**src/rtl/amp_enable_sequencer.sv**
```systemverilog
// amp_enable_sequencer
//   Per-axis amplifier enable sequencer. Qualifies the safety checker's
//   per-cycle trip flag with a consecutive-cycle filter and latches a fault
//   that drops the amplifier enable and parks the DAC at midscale. A latched
//   fault is released only by a host clear issued while enable is low.
//
// Ports
//   clk            system clock
//   reset          synchronous, active-low
//   enable_req     host enable level (1 = amplifier on)
//   clear_fault    host fault-clear pulse, honoured in FAULT with enable_req=0
//   safety_trip    per-cycle trip flag from the safety checker
//   dac_cmd_in     host current command, offset binary
//   dac_cmd_out    registered command to the DAC
//   amp_enable     registered amplifier enable pin
//   fault_latched  registered, 1 while in FAULT
//   seq_state      registered state encoding for status readback
module amp_enable_sequencer #(
  parameter int unsigned TRIP_COUNT    = 16,
  parameter int unsigned SETTLE_CYCLES = 1000,
  parameter logic [15:0] DAC_MID       = 16'h8000
) (
  input  logic        clk,
  input  logic        reset,
  input  logic        enable_req,
  input  logic        clear_fault,
  input  logic        safety_trip,
  input  logic [15:0] dac_cmd_in,
  output logic [15:0] dac_cmd_out,
  output logic        amp_enable,
  output logic        fault_latched,
  output logic [1:0]  seq_state
);

  typedef enum logic [1:0] {
    DISABLED = 2'd0,
    SETTLING = 2'd1,
    ENABLED  = 2'd2,
    FAULT    = 2'd3
  } state_e;

  localparam logic [15:0] SETTLE_LOAD = 16'(SETTLE_CYCLES - 1);
  localparam logic [7:0]  TRIP_LAST   = 8'(TRIP_COUNT - 1);

  state_e      state_q, state_d;
  logic [15:0] settle_q, settle_d;
  logic [7:0]  trip_q, trip_d;
  logic [15:0] dac_q, dac_d;
  logic        amp_q, amp_d;
  logic        flt_q, flt_d;

  always_ff @(posedge clk) begin
    if (!reset) begin
      state_q  <= DISABLED;
      settle_q <= '0;
      trip_q   <= '0;
      dac_q    <= DAC_MID;
      amp_q    <= 1'b0;
      flt_q    <= 1'b0;
    end else begin
      state_q  <= state_d;
      settle_q <= settle_d;
      trip_q   <= trip_d;
      dac_q    <= dac_d;
      amp_q    <= amp_d;
      flt_q    <= flt_d;
    end
  end

  always_comb begin
    state_d  = state_q;
    settle_d = settle_q;
    trip_d   = '0;

    case (state_q)
      DISABLED: begin
        if (enable_req) begin
          state_d  = SETTLING;
          settle_d = SETTLE_LOAD;
        end
      end
      SETTLING: begin
        // Trips are ignored here; trip counter stays at its default of 0.
        if (!enable_req)          state_d  = DISABLED;
        else if (settle_q == '0)  state_d  = ENABLED;
        else                      settle_d = settle_q - 16'd1;
      end
      ENABLED: begin
        if (safety_trip)
          trip_d = (trip_q == 8'hFF) ? trip_q : trip_q + 8'd1;
        // Fault outranks an enable drop in the same cycle.
        if (safety_trip && (trip_q == TRIP_LAST)) state_d = FAULT;
        else if (!enable_req)                     state_d = DISABLED;
      end
      FAULT: begin
        if (clear_fault && !enable_req) state_d = DISABLED;
      end
      default: state_d = DISABLED;
    endcase

    // Counter only carries history while we remain in ENABLED.
    if (state_d != ENABLED) trip_d = '0;

    // Outputs are registered from the next state so they change on the same
    // edge as seq_state. The command passes through only on cycles that both
    // start and stay in ENABLED, giving one cycle of midscale on entry.
    amp_d = (state_d == SETTLING) || (state_d == ENABLED);
    flt_d = (state_d == FAULT);
    dac_d = ((state_q == ENABLED) && (state_d == ENABLED)) ? dac_cmd_in : DAC_MID;
  end

  assign dac_cmd_out   = dac_q;
  assign amp_enable    = amp_q;
  assign fault_latched = flt_q;
  assign seq_state     = state_q;

endmodule

```
**config.mk**
```make
export PLATFORM = sky130hd
export DESIGN_NAME = amp_enable_sequencer
export DESIGN_NICKNAME = d
export VERILOG_FILES = /design/src/rtl/amp_enable_sequencer.sv
export SDC_FILE = /design/constraint.sdc
export NUM_CORES = 1
export LEC_CHECK = 0
export CAP_MARGIN = 10
export CORE_AREA = 2 2 79 81
export DETAILED_ROUTE_END_ITERATION = 10
export DIE_AREA = 0 0 81 83
export PLACE_DENSITY = 0.54
export SLEW_MARGIN = 20
export SYNTH_ARGS = -nofsm -noshare
export SYNTH_HDL_FRONTEND = slang
export SYNTH_SLANG_ARGS = --single-unit
```
**constraint.sdc**
```tcl
create_clock -name clk -period 3.5 [get_ports clk]
set_clock_uncertainty 0.2 [all_clocks]
set_input_delay 0.875 -clock clk [delete_from_list [all_inputs] [get_ports clk]]
set_output_delay 0.875 -clock clk [all_outputs]
set_load 0.02 [all_outputs]
```
==> flow_metrics.env <==
export IMPL_status="finished, final reports clean"
export IMPL_synth_area_leaders="dfxtp_1, and2_1, ha_1"
export IMPL_cp_top_family="simple AND/OR/NAND/NOR gates"
export IMPL_num_io_pins=41
export IMPL_fmax_mhz=348
export IMPL_antenna_left=0
export IMPL_rsz0062_at_grt="no"
export IMPL_area_growth_pct=28.5
export IMPL_tightestPinTransition_ns=0.588
export IMPL_cp_max_fo=8
export IMPL_path_clk_slew_ns=0.08
export IMPL_fin_crit_sh_pct=82.1
export IMPL_drv_slew=0
export IMPL_critical_path_required_ns=3.48
export IMPL_clock_latency_ns=0.29
export IMPL_ir_drop_uv=202
export IMPL_port_buffers=40
export IMPL_synth_top_cells_by_count="dfxtp_1, and2_1, nand2_1"
export IMPL_dpl_hpwl_um=3100
export IMPL_drt_wirelength_per_cell_um=13.0
export IMPL_synthMuxAreaShare_pct=2.03
export IMPL_cts_buffer_depth=2
export IMPL_hp_class="flip-flop to flip-flop"
export IMPL_synth_top_cell_area_share_pct=44.6
export IMPL_crit_type="primary input to flip-flop"
export IMPL_synth_simple_area_share_pct=31.6
export IMPL_die_h_um=83
export IMPL_core_rowCount=28
export IMPL_grt_pass1_vias=1586
export IMPL_ys_seq_elements=44
export IMPL_grt_pass1_wl_um=7420
export IMPL_slowest_stage="clkdlybuf4s50_1"
export IMPL_synth_top_family_by_area="simple AND/OR/NAND/NOR gates"
export IMPL_root_buffer="clkbuf_8"
export IMPL_drc=0
export IMPL_syn_num_nets=237
export IMPL_finalSetupViolations=0
export IMPL_antenna_found_initial=0
export IMPL_synth_largest_area_cell="dfxtp_1"
export IMPL_grt_usage_pct=13.8
export IMPL_path_cells="clkdlybuf4s50_1, nor2b_1, o21ai_0, and2_1, ha_1, and4b_1, nand2_1, o21bai_1, a31oi_1"
export IMPL_diodes=0
export IMPL_synth_ff_type="dfxtp_1"
export IMPL_via_count=1672
export IMPL_layout_drive_gt1_share_pct=6.25
export IMPL_start_kind="primary input"
export IMPL_cap_violations=0
export IMPL_dieArea_um2=6720
export IMPL_nets=282
export IMPL_synthXorXnorAreaFrac_pct=1.33
export IMPL_drtIter0Drc=64
export IMPL_whs_ns=0.317
export IMPL_gp_congestion=0.760
export IMPL_synth_edf_count=0
export IMPL_yosys_cell_count_top_type="dfxtp_1"
export IMPL_relSlewSlack_pct=60.5
export IMPL_cp_arrival_ns=2.85
export IMPL_core_area_um2=5820
export IMPL_floorplan_initialDensity_pct=34.0
export IMPL_post_cts_buffers=0
export IMPL_wl_um=4320
export IMPL_synth_compound_area_share_pct=14.2
export IMPL_p_per_area_nw_per_um2=381
export IMPL_netlist_instances=211
export IMPL_critical_path_max_stage_delay_ns=0.57
export IMPL_p_leak_nw=0.949
export IMPL_vias_per_cell=5.05
export IMPL_cts_tree="done"
export IMPL_synthArstFlopShare_pct=0
export IMPL_yosysUniqueCellTypes=46
export IMPL_numCtsBuffers=5
export IMPL_grt_max_degree=17
export IMPL_hold_violations=0
export IMPL_yosysWarnings=0
export IMPL_first_pass_iters=4
export IMPL_cts_sinks=44
export IMPL_synth_area_per_cell_um2=9.36
export IMPL_critical_path_buf_inv_count=1
export IMPL_synthAdderAreaFrac_pct=3.17
export IMPL_fp_dieW_um=81
export IMPL_cts_hold_buf=0
export IMPL_end_kind="flip-flop"
export IMPL_fin_crit_ns=2.87
export IMPL_yosysSeqAreaShare_pct=44.6
export IMPL_netlist_area_um2=1970
export IMPL_final_setup_tns_ns=0
export IMPL_cts_resized=0
export IMPL_htreeDepth=2
export IMPL_grt_overflow=0
[cell usage in the layout, fill, tap and decap left out, types with 2 or more instances in the layout]
| master | n |
|---|---|
| clkdlybuf4s50_1 | 40 |
| nand3_1 | 5 |
| nor3_1 | 6 |
| and2_1 | 18 |
| nand2_1 | 16 |
| o31a_1 | 2 |
| and4b_1 | 2 |
| nand3b_1 | 2 |
| nor4_1 | 2 |
| a31oi_1 | 5 |
| clkbuf_8 | 5 |
| a21oi_1 | 11 |
| o31ai_1 | 8 |
| or4_1 | 8 |
| and3_1 | 2 |
| ha_1 | 5 |
| or3_1 | 8 |
| buf_4 | 4 |
| xor2_1 | 3 |
| mux2i_1 | 4 |
| nor4_4 | 2 |
| dfxtp_1 | 44 |
| inv_1 | 6 |
| nor3b_1 | 3 |
| o21ai_0 | 8 |
| nor2_1 | 13 |
| nand2b_1 | 3 |
[worst paths after layout]
check	cells past startpoint	end	slack (ns)	from
max reg2reg	9	trip_q[6]	0.66	settle_q[2]
min reg2reg	2	settle_q[14]	0.32	settle_q[14]
min	2	settle_q[14]	0.32	settle_q[14]
max	9	trip_q[6]	0.63	enable_req
[kinds of logic (layout without fill, tap and decap cells)]
logic type / Yosys count / count (layout)
mux: 4 / 4
fa+ha+maj: 5 / 5
flops: 44 / 44
xor+xnor: 3 / 3
buf+inv: 12 / 57
compound gates: 43 / 43
simple gates: 100 / 100
[flip-flops by register name, indices dropped and copies added (netlist names)]
| name | count |
|---|---|
| trip_q | 8 |
| amp_enable | 1 |
| fault_latched | 1 |
| seq_state | 2 |
| dac_cmd_out | 16 |
| settle_q | 16 |
[cell type report]
type / count / area, um2
clock buffer: 6 / 72.6
fill: 603 / 3280
sequential: 44 / 881
timing repair buffer: 44 / 430
multi-input combinational: 155 / 1030
clock inverter: 1 / 5.00
inverter: 6 / 22.5
tap: 75 / 93.8
[worst reg2reg max path: cells and delay by family, from the launching register on]
kind                     cells  cell delay, ns
AND/OR/NAND/NOR              5            1.27
flip-flops                   1            0.38
adder cells (fa/ha/maj)      1            0.13
AO/OA/AOI/OAI                3            0.78
[per-stage QoR]
stage	power, mW	instance area (um2)	util (%)	cells	setup WS (ns)
floorplan	0.633	1970	-	211	0.845
global placement	0.682	2460	42.3	324	0.379
detailed placement	0.683	2460	42.3	324	0.344
CTS	0.986	2540	43.6	331	0.645
global route	1.03	2540	43.6	331	0.436
finish	0.968	2540	43.6	331	0.628
[report_power, final]
group          switching (mW)  internal [mW]  leakage, nW
logic                  0.0656         0.0690        0.550
clock network           0.162          0.136       0.0410
registers              0.0208          0.515        0.358
[layer usage]
| layer | wire length [um] | GRT usage, % | part of all wire [%] | vias to the layer above |
|---|---|---|---|---|
| met2 | 1910 | 21.0 | 44 | 44 |
| li1 | - | - | - | 859 |
| met3 | 438 | 7.83 | 10 | 2 |
| met1 | 1960 | 17.0 | 45 | 767 |
| met5 | 0 | 0 | 0 | - |
| met4 | 13 | 2.77 | 0.30 | 0 |
Power figures use the tool's default switching activity.
